## src/rtl/tinyqv_intc.sv

```systemverilog
// Nibble-serial interrupt controller for TinyQV: mie/mip/mcause/mtrig CSRs,
// per-channel edge/level mode, priority resolution and claim handling.
module tinyqv_intc #(
    parameter int          NUM_IRQ    = 16,
    parameter logic [15:0] EDGE_RESET = 16'h0003
) (
    input  logic               clk,
    input  logic               rst,
    input  logic [2:0]         counter,
    input  logic [11:0]        csr_addr,
    input  logic [1:0]         csr_op,
    input  logic [3:0]         csr_wdata,
    output logic [3:0]         csr_rdata,
    input  logic [NUM_IRQ-1:0] irq_in,
    input  logic               timer_irq,
    input  logic               global_ie,
    input  logic               take_interrupt,
    output logic               interrupt_pending,
    output logic [5:0]         mcause_out
);

    localparam logic [11:0] ADDR_MIE    = 12'h304;
    localparam logic [11:0] ADDR_MIP    = 12'h344;
    localparam logic [11:0] ADDR_MCAUSE = 12'h342;
    localparam logic [11:0] ADDR_MTRIG  = 12'h7C0;

    logic               mie_timer_reg, mie_timer_next;
    logic [NUM_IRQ-1:0] mie_ch_reg, mie_ch_next;
    logic [NUM_IRQ-1:0] edge_mode_reg, edge_mode_next;
    logic [NUM_IRQ-1:0] latch_reg, latch_next;
    logic [NUM_IRQ-1:0] irq_s_reg, irq_l_reg;
    logic [5:0]         mcause_reg, mcause_next;

    logic [NUM_IRQ-1:0] mip_ch, irq_edge, pend_ch, clr_sel, claim_clr;
    logic [31:0]        mie32, mip32, mtrig32, mcause32, rd_sel32;
    logic [3:0]         old_nib, new_nib;
    logic [4:0]         win_code;
    logic               win_found, timer_act, claim;
    logic               wr_mie, wr_mip, wr_mtrig;

    assign irq_edge = irq_s_reg & ~irq_l_reg;
    // Level channels report the synchronised line; the latch is only live in edge mode.
    assign mip_ch   = (edge_mode_reg & latch_reg) | (~edge_mode_reg & irq_s_reg);
    assign pend_ch  = mip_ch & mie_ch_reg;
    assign timer_act = timer_irq && mie_timer_reg;
    assign interrupt_pending = global_ie && (timer_act || (|pend_ch));
    assign mcause_out = mcause_reg;

    always_comb begin
        mie32   = '0;
        mip32   = '0;
        mtrig32 = '0;
        mie32[7] = mie_timer_reg;
        mip32[7] = timer_irq;
        for (int i = 0; i < NUM_IRQ; i++) begin
            mie32[16+i]   = mie_ch_reg[i];
            mip32[16+i]   = mip_ch[i];
            mtrig32[16+i] = edge_mode_reg[i];
        end
    end

    assign mcause32 = {mcause_reg[5], 26'b0, mcause_reg[4:0]};

    always_comb begin
        case (csr_addr)
            ADDR_MIE:    rd_sel32 = mie32;
            ADDR_MIP:    rd_sel32 = mip32;
            ADDR_MCAUSE: rd_sel32 = mcause32;
            ADDR_MTRIG:  rd_sel32 = mtrig32;
            default:     rd_sel32 = '0;
        endcase
    end

    assign old_nib   = rd_sel32[{counter, 2'b00} +: 4];
    assign csr_rdata = old_nib;

    always_comb begin
        case (csr_op)
            2'b01:   new_nib = csr_wdata;
            2'b10:   new_nib = old_nib | csr_wdata;
            2'b11:   new_nib = old_nib & ~csr_wdata;
            default: new_nib = old_nib;
        endcase
    end

    assign wr_mie   = (csr_op != 2'b00) && (csr_addr == ADDR_MIE);
    assign wr_mip   = (csr_op != 2'b00) && (csr_addr == ADDR_MIP);
    assign wr_mtrig = (csr_op != 2'b00) && (csr_addr == ADDR_MTRIG);

    assign mie_timer_next = (wr_mie && counter == 3'd1) ? new_nib[3] : mie_timer_reg;

    generate
        for (genvar gi = 0; gi < NUM_IRQ; gi++) begin : g_ch
            localparam logic [2:0] NIB = 3'(4 + gi / 4);
            localparam int         BIT = gi % 4;
            assign mie_ch_next[gi] = (wr_mie && counter == NIB) ? new_nib[BIT] : mie_ch_reg[gi];
            assign edge_mode_next[gi] = (wr_mtrig && counter == NIB) ? new_nib[BIT] : edge_mode_reg[gi];
            // Hardware edge ORs in last so it beats a same-cycle software or claim clear;
            // any mode change (either direction) leaves the latch empty.
            assign latch_next[gi] = (((wr_mip && counter == NIB) ? new_nib[BIT]
                                       : (latch_reg[gi] & ~claim_clr[gi])) | irq_edge[gi])
                                    & edge_mode_reg[gi] & edge_mode_next[gi];
        end
    endgenerate

    // Lowest index wins: scan downward so the last hit is the smallest channel.
    always_comb begin
        win_found = 1'b0;
        win_code  = 5'h10;
        clr_sel   = '0;
        for (int i = NUM_IRQ - 1; i >= 0; i--) begin
            if (pend_ch[i]) begin
                win_found  = 1'b1;
                win_code   = 5'(16 + i);
                clr_sel    = '0;
                clr_sel[i] = 1'b1;
            end
        end
    end

    assign claim = take_interrupt && (counter == 3'd0);

    always_comb begin
        mcause_next = mcause_reg;
        claim_clr   = '0;
        if (claim) begin
            if (timer_act) begin
                mcause_next = {1'b1, 5'h07};
            end else if (win_found) begin
                mcause_next = {1'b1, win_code};
                claim_clr   = clr_sel & edge_mode_reg;
            end else begin
                mcause_next = {1'b1, 5'h10};
            end
        end
    end

    always_ff @(posedge clk) begin
        if (rst) begin
            mie_timer_reg <= 1'b0;
            mie_ch_reg    <= '0;
            edge_mode_reg <= EDGE_RESET[NUM_IRQ-1:0];
            latch_reg     <= '0;
            irq_s_reg     <= '0;
            irq_l_reg     <= '0;
            mcause_reg    <= '0;
        end else begin
            mie_timer_reg <= mie_timer_next;
            mie_ch_reg    <= mie_ch_next;
            edge_mode_reg <= edge_mode_next;
            latch_reg     <= latch_next;
            irq_s_reg     <= irq_in;
            irq_l_reg     <= irq_s_reg;
            mcause_reg    <= mcause_next;
        end
    end

endmodule

```

## config.mk

```make
export PLATFORM = sky130hd
export DESIGN_NAME = tinyqv_intc
export DESIGN_NICKNAME = d
export VERILOG_FILES = /design/src/rtl/tinyqv_intc.sv
export SDC_FILE = /design/constraint.sdc
export NUM_CORES = 1
export LEC_CHECK = 0
export CORE_UTILIZATION = 30
export CTS_CLUSTER_DIAMETER = 30
export CTS_CLUSTER_SIZE = 24
export DETAILED_ROUTE_END_ITERATION = 10
export GPL_ROUTABILITY_DRIVEN = 1
export GPL_TIMING_DRIVEN = 0
export PLACE_DENSITY_LB_ADDON = 0.15
export SYNTH_ARGS = -nofsm -noshare
export SYNTH_HDL_FRONTEND = slang
export SYNTH_SLANG_ARGS = --single-unit
```

## constraint.sdc

```tcl
create_clock -name clk -period 12.9 [get_ports clk]
set_input_delay 3.87 -clock clk [delete_from_list [all_inputs] [get_ports clk]]
set_output_delay 3.87 -clock clk [all_outputs]
set_load 0.05 [all_outputs]
```

==> results of run 1 <==
## power by group through the flow
stage,logic (uW),registers (uW),clock network [uW]
after global placement,71.7,284,0
after CTS,72.7,278,280
after detailed placement,72.3,284,0
final,73.4,278,275
after floorplan,37.3,284,0
after global routing,77.7,278,292
## cell usage in the layout (no fill, tap or decap), drive strengths merged, types with 9 or more instances in the layout
| master | count |
|---|---|
| a21oi | 41 |
| a31oi | 9 |
| and2 | 12 |
| buf | 9 |
| clkbuf | 28 |
| clkdlybuf4s50 | 49 |
| dfxtp | 87 |
| inv | 20 |
| mux2 | 13 |
| mux2i | 22 |
| nand2 | 90 |
| nand3 | 22 |
| nand4 | 11 |
| nor2 | 59 |
| nor2b | 43 |
| nor3 | 15 |
| nor4 | 11 |
| o21ai | 46 |
## critical path, delay by kind of cell
kind | cells | cell delay [ns]
AOI/OAI and AO/OA | 4 | 0.78
buffers and inverters | 3 | 1.56
and+or+nand+nor | 3 | 1.49
## worst paths after layout
path                    startpoint            end  slack [ns]  depth (start not counted)
setup / recovery       csr_addr[0]   csr_rdata[0]        1.33                         10
hold / removal        irq_s_reg[3]   irq_l_reg[3]        0.46                          2
setup reg to reg  edge_mode_reg[0]  latch_reg[10]        9.57                          8
hold reg to reg       irq_s_reg[3]   irq_l_reg[3]        0.46                          2
## final cells by class
cell class	instances	area (sq um)
clock inverters	6	67.6
clock buffers	10	239
inverters	19	71.3
plain buffers	26	119
repair buffers	50	498
flip-flops and latches	87	1740
fillers	1774	10500
well taps	220	275
multi-input cells	523	3230
## cells by family (layout without fill, tap and decap cells)
| logic type | count (synthesis) | count (layout) | synth area share [%] |
|---|---|---|---|
| xor gates and xnor gates | 1 | 1 | 0.170 |
| AOI/OAI and AO/OA | 186 | 186 | 24.6 |
| DFF | 87 | 87 | 33.8 |
| muxes | 35 | 35 | 7.12 |
| and+or+nand+nor | 301 | 301 | 30.6 |
| buffers and inverters | 45 | 111 | 3.69 |
## metal layers
| metal | track usage, % | up-vias | routed length (um) |
|---|---|---|---|
| li1 | - | 2537 | - |
| met1 | 31.4 | 2618 | 9400 |
| met2 | 37.9 | 219 | 9490 |
| met3 | 5.67 | 36 | 1610 |
| met4 | 8.24 | 0 | 535 |
| met5 | 0 | - | 0 |
## per-stage QoR
step / power [uW] / hold WS, ns / utilization [%]
floorplan: 322 / 0.426 / -
global placement: 355 / 0.447 / 35.4
detailed placement: 356 / 0.446 / 35.5
CTS: 630 / 0.457 / 37.4
global route: 647 / 0.484 / 37.4
finish: 626 / 0.457 / 37.4
==> impl_metrics.tcl, run 1 <==
set metrics [dict create \
    route.detailed.wl_per_inst_um 22.3 \
    antenna_left 0 \
    hold_violations 0 \
    detail_route.drc_violations 0 \
    globalplace.congestion 0.933 \
    final.setup.worst_slack_ns 1.33 \
    leakage_uw 0.00214 \
    power_frac_seq_pct 44.4 \
    cell_internal_pwr_uw 459 \
    chipHeight_um 133 \
    startpoint_type "input port" \
    max-cap-violations 0 \
    vdd_ir_drop_max_mv 0.0733 \
    outcome "complete, no violations" \
    post_syn_instances 655 \
    critPathMaxStageDelay_ns 0.88 \
    dp.final_hpwl_um 15900 \
    synth_seq_cells 87 \
    layout-area-overhead-vs-synth_pct 21.2 \
    rows 47 \
    cts.clk_slew.worst_paths_ns 0.06 \
    global_route.usage.total_pct 23.9 \
    grt_pass1_vias 5136 \
    power.clock.fraction_pct 43.9 \
    timing.final.crit_share_pct 89.7 \
    syn_avg_cell_area_sq_um 7.86 \
    synth.area.top_cells "dfxtp_1 34%, nand2_1 6.4%, nor2b_1 5.2%" \
    grt_start_max_net_pins 16 \
    p_switching_uw 167 \
    die_width_um 133 \
    critical_path.cell_chain "clkdlybuf4s50_1 > or4b_1 > buf_4 > nor4_4 > a21o_4 > a31oi_1 > o311ai_0 > nand2_1 > o41ai_1 > clkdlybuf4s50_1" \
    num-nets-final 758 \
    synth_fp_nets 697 \
    htree_levels 3 \
    clock_skew_ns 0.00971 \
    min_period_ns 11.57 \
    port_buffers 49 \
    post_drt_via_cell_ratio 5.75 \
    worst-endpoint-required_ns 9.03 \
    synth_cell_type_count 79 \
    post_layout_nonfiller_instances 941 \
    post-synth-top-count-cell "nand2_1" \
    via_count 5410 \
    type_of_the_worst_min_delay_path "reg -> reg" \
    ys.flop_type "dfxtp_1" \
    unrepaired_setup_endpoints_after_global_routing "no" \
    cts_hold_repair.buffers 0 \
    synth_area_sq_mm 0.00515 \
    tritoncts "built" \
    portion_of_synthesized_cell_area_occupied_by_the_leading_cell_type_pct 33.8 \
    final_cell_area_sq_mm 0.00624 \
    wire_length_of_the_first_global_routing_pass_um 31100 \
    crit_arrival_ns 7.70 \
    synth_sequential_area_ratio_pct 33.8 \
    clock_tree.root_cell "clkbuf_16" \
    placed_cell_area_sq_mm 0.00594 \
    global_route.overflow_total 0 \
    timing.max_slew.rel_slack_pct 14.5 \
    cp-end-kind "output pin" \
    maxSlewViolCount 0 \
    preCtsSetupSlack_ns 1.36 \
    antennaDiodeCount 0 \
    synth_top_cells_by_count "88 x nand2_1, 87 x dfxtp_1, 58 x nor2_1" \
    number_of_enable_flip_flop_cells_after_synthesis 0 \
    numCtsBuffers 9 \
    starting_utilization_of_the_core_area_pct 30.8 \
    number_of_antenna_violations_at_the_first_check_in_global_routing 0 \
    cellPowerDensity_mw_per_mm2 100 \
    critical_path.most_common_cell "clkdlybuf4s50_1" \
    drt-initial-drc-count 598 \
    power.combinational.fraction_pct 11.7 \
    timing.setup.tns_ns 0 \
    cts_setup_buffers 0 \
    critical-path-slowest-cell "clkdlybuf4s50_1" \
    pin_count 53 \
    syn_warnings 0 \
    cts_resized 0 \
    detail_route.wirelength_um 21000 \
    synth_async_sr_flop_share_pct 0 \
    maxClockFrequency_ghz 0.0864 \
    first_pass_iters 6 \
    power_switching_share_pct 26.6 \
    design.core.area_sq_mm 0.0167 \
    worst_pin_slew_ns 1.26 \
    timing.critical_path.fanout_max 10 \
    worstSetupPathType "in -> out" \
    setup_viol 0 \
    clock_sinks 87 \
    clock_path_buffers 2 \
    insertion_delay_ns 0.36 \
    die-area_sq_mm 0.0177 \
    proportion_of_layout_cells_with_a_drive_suffix_above_1_pct 8.18 \
    post-synth-top-area-cell "dfxtp_1" \
    place.detailed.instances 925 \
]
Note: power is estimated with default switching activity, not from simulation.
==> inputs of run 2 (changes only) <==
Settings changed: CELL_PAD_IN_SITES_DETAIL_PLACEMENT set to 1, CELL_PAD_IN_SITES_GLOBAL_PLACEMENT set to 2, CTS_CLUSTER_SIZE 24 to 16.
==> impl_metrics.tcl, run 2 (synthesized netlist as in run 1, its figures left out) <==
set metrics [dict create \
    outcome "complete, no violations" \
    cp-end-kind "output pin" \
    min_period_ns 11.58 \
    clock_skew_ns 0.00482 \
    clock_sinks 87 \
    clock_tree.root_cell "clkbuf_16" \
    grt_pass1_vias 5603 \
    type_of_the_worst_min_delay_path "reg -> reg" \
    layout_commonest_cell "nand2_1" \
    first_pass_iters 7 \
    cts.clk_slew.worst_paths_ns 0.06 \
    clock_path_buffers 2 \
    worstHoldEndpoint "irq_l_reg[6]" \
    antenna_left 0 \
    hold_path.startpoint "irq_s_reg[6]" \
    chipHeight_um 133 \
    worstHoldPathCells 2 \
    via_count 5417 \
    detail_route.wirelength_um 22700 \
    rows 47 \
    maxClockFrequency_ghz 0.0864 \
    max-cap-violations 0 \
    cellPowerDensity_mw_per_mm2 100 \
    cts_resized 0 \
    power_switching_share_pct 26.5 \
    insertion_delay_ns 0.36 \
    tritoncts "built" \
    detail_route.drc_violations 0 \
    timing.setup.tns_ns 0 \
    power.combinational.fraction_pct 12.0 \
    proportion_of_layout_cells_with_a_drive_suffix_above_1_pct 7.91 \
    grt_start_max_net_pins 15 \
    power_frac_seq_pct 44.6 \
    drt-initial-drc-count 409 \
    cell_internal_pwr_uw 458 \
    timing.critical_path.fanout_max 8 \
    timing.final.crit_share_pct 89.7 \
    pin_count 53 \
    power.clock.fraction_pct 43.5 \
    antennaDiodeCount 0 \
    layout-area-overhead-vs-synth_pct 20.9 \
    starting_utilization_of_the_core_area_pct 30.8 \
    layout_common_cells "88 x nand2_1, 87 x dfxtp_1, 58 x nor2_1" \
    utilization_after_layout_pct 37.3 \
    total_power_uw 624 \
    design.core.area_sq_mm 0.0167 \
    post_drt_via_cell_ratio 5.76 \
    setup_viol 0 \
    fillCellCount 2036 \
    p_switching_uw 165 \
    maxSlewViolCount 0 \
    worstSetupPathType "in -> out" \
    dp.final_hpwl_um 17500 \
    timing.max_slew.rel_slack_pct 5.87 \
    num-nets-final 758 \
    startpoint_type "input port" \
    unrepaired_setup_endpoints_after_global_routing "no" \
    crit_arrival_ns 7.71 \
    wire_length_of_the_first_global_routing_pass_um 34200 \
    worst_pin_slew_ns 1.40 \
    port_buffers 49 \
    multi_input_comb_area_sq_mm 0.00322 \
    ff2ff_setup_slack_ns 9.60 \
    numCtsBuffers 9 \
    placed_cell_area_sq_mm 0.00593 \
    global_route.overflow_total 0 \
    route.detailed.wl_per_inst_um 24.1 \
    leakage_uw 0.00214 \
    die_width_um 133 \
    cell_count_of_the_worst_reg_to_reg_path 8 \
    cts_hold_repair.buffers 0 \
    number_of_antenna_violations_at_the_first_check_in_global_routing 0 \
    htree_levels 3 \
    global_route.usage.total_pct 26.3 \
    cts_setup_buffers 0 \
    globalplace.congestion 0.909 \
    rr_endpoint "latch_reg[10]" \
    r2r_start "edge_mode_reg[3]" \
    final_cell_area_sq_mm 0.00623 \
    worst-endpoint-required_ns 9.03 \
    vdd_ir_drop_max_mv 0.0720 \
    die-area_sq_mm 0.0177 \
    hold_violations 0 \
    storage_element_area_sq_mm 0.00174 \
]
-- run 2: worst max path at each step --
stage                       startpoint            to
final                      csr_addr[0]  csr_rdata[3]
after global routing       csr_addr[0]  csr_rdata[3]
after CTS                  csr_addr[0]  csr_rdata[3]
after detailed placement   csr_addr[0]  csr_rdata[3]
after global placement     csr_addr[0]  csr_rdata[3]
after floorplan           csr_addr[11]  csr_rdata[3]
-- run 2: cell type report --
| type | count | share of cell area [%] |
|---|---|---|
| clock inverter | 5 | 0.904 |
| clock buffer | 11 | 3.90 |
| tap | 220 | 4.42 |
| sequential | 87 | 28.0 |
| buffer | 26 | 1.91 |
| multi-input combinational | 523 | 51.8 |
| timing repair buffer | 50 | 8.00 |
| inverter | 19 | 1.15 |
-- run 2: power by group through the flow --
stage / Sequential (uW) / Clock, uW / Combinational, uW
final: 278 / 271 / 74.5
after global routing: 278 / 291 / 79.7
after CTS: 278 / 276 / 74.2
after detailed placement: 284 / 0 / 73.8
after global placement: 284 / 0 / 72.7
after floorplan: 284 / 0 / 37.3
-- run 2: worst max-delay path, cell delays in order --
cell and delay (ns):
clkdlybuf4s50_1 0.48, nor4b_2 0.79, nand4_1 0.63, o21a_1 0.36
a221o_1 0.35, and3_1 0.22, o21ai_0 0.17, clkdlybuf4s50_1 0.83
-- run 2: through the flow --
step	setup WS, ns	hold WS (ns)	std cells
floorplan	2.55	0.426	655
global placement	1.39	0.452	924
detailed placement	1.35	0.465	925
CTS	1.35	0.474	941
global route	1.15	0.487	941
finish	1.32	0.464	941
-- run 2: per-layer routing --
layer / wire length [um] / global-route usage, % / share of wire, % / up-vias
met1: 10400 / 34.7 / 46 / 2700
met5: 0 / 0 / 0 / -
met2: 10600 / 42.7 / 47 / 150
met4: 471 / 7.41 / 2.1 / 0
met3: 1260 / 6.17 / 5.5 / 33
li1: - / - / - / 2534
==> inputs of run 3 (changes only) <==
Settings changed: CORE_UTILIZATION 30 to 36.
==> impl_metrics.tcl, run 3 (synthesized netlist as in run 1, its figures left out) <==
set metrics [dict create \
    pin_count 53 \
    die_width_um 122 \
    cp-end-kind "output pin" \
    via_count 5434 \
    clock_tree.root_cell "clkbuf_16" \
    die-area_sq_mm 0.0148 \
    hold_violations 0 \
    unrepaired_setup_endpoints_after_global_routing "no" \
    detail_route.wirelength_um 21900 \
    hold_path.startpoint "irq_s_reg[6]" \
    rows 43 \
    cts_hold_repair.buffers 0 \
    timing.setup.tns_ns 0 \
    antennaDiodeCount 0 \
    timing.max_slew.rel_slack_pct 1.77 \
    first_pass_iters 5 \
    min_period_ns 11.61 \
    dp.final_hpwl_um 16700 \
    grt_pass1_vias 5521 \
    cts_setup_buffers 0 \
    route.detailed.wl_per_inst_um 24.4 \
    num-nets-final 758 \
    startpoint_type "input port" \
    clock_sinks 87 \
    clock_skew_ns 0.00788 \
    worst-endpoint-required_ns 9.03 \
    r2r_start "edge_mode_reg[0]" \
    wire_length_of_the_first_global_routing_pass_um 33000 \
    starting_utilization_of_the_core_area_pct 37.0 \
    layout_common_cells "88 x nand2_1, 87 x dfxtp_1, 58 x nor2_1" \
    grt_start_max_net_pins 14 \
    global_route.usage.total_pct 30.9 \
    maxSlewViolCount 0 \
    globalplace.congestion 0.927 \
    cts_resized 0 \
    design.core.area_sq_mm 0.0139 \
    cts.clk_slew.worst_paths_ns 0.06 \
    post_drt_via_cell_ratio 6.04 \
    leakage_uw 0.00215 \
    layout_commonest_cell "nand2_1" \
    numCtsBuffers 9 \
    place.detailed.instances 885 \
    insertion_delay_ns 0.35 \
    number_of_antenna_violations_at_the_first_check_in_global_routing 0 \
    layout-area-overhead-vs-synth_pct 20.2 \
    crit_path_start "csr_addr[0]" \
    cellPowerDensity_mw_per_mm2 102 \
    vdd_ir_drop_max_mv 0.0760 \
    tritoncts "built" \
    port_buffers 49 \
    power.clock.fraction_pct 44.5 \
    drt-initial-drc-count 440 \
    setup_viol 0 \
    worstSetupPathType "in -> out" \
    proportion_of_layout_cells_with_a_drive_suffix_above_1_pct 7.65 \
    timing.critical_path.fanout_max 8 \
    outcome "finished, violations left" \
    power_frac_seq_pct 43.9 \
    violations "capacitance limit" \
    detail_route.drc_violations 0 \
    antenna_left 0 \
    timing.final.crit_share_pct 90.0 \
    power.combinational.fraction_pct 11.6 \
    crit_arrival_ns 7.74 \
    chipHeight_um 122 \
    cell_internal_pwr_uw 476 \
    p_switching_uw 158 \
    type_of_the_worst_min_delay_path "reg -> reg" \
    fillCellCount 1687 \
    worst_pin_slew_ns 1.46 \
    post_layout_nonfiller_instances 899 \
    clock_path_buffers 2 \
    htree_levels 3 \
    global_route.overflow_total 0 \
    max-cap-violations 1 \
    power_switching_share_pct 24.9 \
    maxClockFrequency_ghz 0.0861 \
]
## run 3: metrics by stage
| stage | area, sq um | util [%] | hold WS [ns] | worst slack, ns | power (uW) |
|---|---|---|---|---|---|
| floorplan | 5150 | - | 0.426 | 2.55 | 322 |
| CTS | 6190 | 44.4 | 0.472 | 1.28 | 638 |
| finish | 6190 | 44.4 | 0.464 | 1.29 | 634 |
| global route | 6190 | 44.4 | 0.490 | 1.15 | 652 |
| detailed placement | 5880 | 42.2 | 0.461 | 1.28 | 357 |
| global placement | 5870 | 42.1 | 0.452 | 1.34 | 355 |
## run 3: critical path, cell delays in order
cell and delay [ns]:
clkdlybuf4s50_1 0.48, nor4b_2 0.78, nand4_1 0.67, o21a_1 0.37, a221o_1 0.35, and3_1 0.22, o21ai_0 0.17, clkdlybuf4s50_1 0.83
## run 3: area by class of cell
type                       instances  area, sq um  area share [%]
tap                              180          225            3.64
timing repair buffer              50          498            8.04
buffer                            26          119            1.92
sequential                        87         1740            28.1
multi-input combinational        523         3220            52.1
clock inverter                     3         68.8            1.11
inverter                          19         71.3            1.15
clock buffer                      11          243            3.92
## run 3: final timing paths
check                        to  slack, ns  cells past startpoint
hold reg to reg    irq_l_reg[6]       0.46                      2
setup reg to reg  latch_reg[10]       9.60                      8
setup / recovery   csr_rdata[3]       1.29                      8
hold / removal     irq_l_reg[6]       0.46                      2
## run 3: power by group through the flow
stage | Sequential [uW] | Combinational, uW | Clock [uW]
after floorplan | 284 | 37.3 | 0
after global placement | 284 | 71.7 | 0
after detailed placement | 284 | 72.7 | 0
after CTS | 278 | 73.1 | 287
after global routing | 278 | 78.7 | 295
final | 278 | 73.7 | 282
## run 3: per-layer routing
layer | vias to the layer above | GRT usage [%] | share of wire [%]
li1 | 2533 | - | -
met1 | 2643 | 40.1 | 43
met2 | 210 | 49.5 | 46
met3 | 48 | 6.41 | 6.9
met4 | 0 | 13.3 | 3.5
met5 | - | 0 | 0
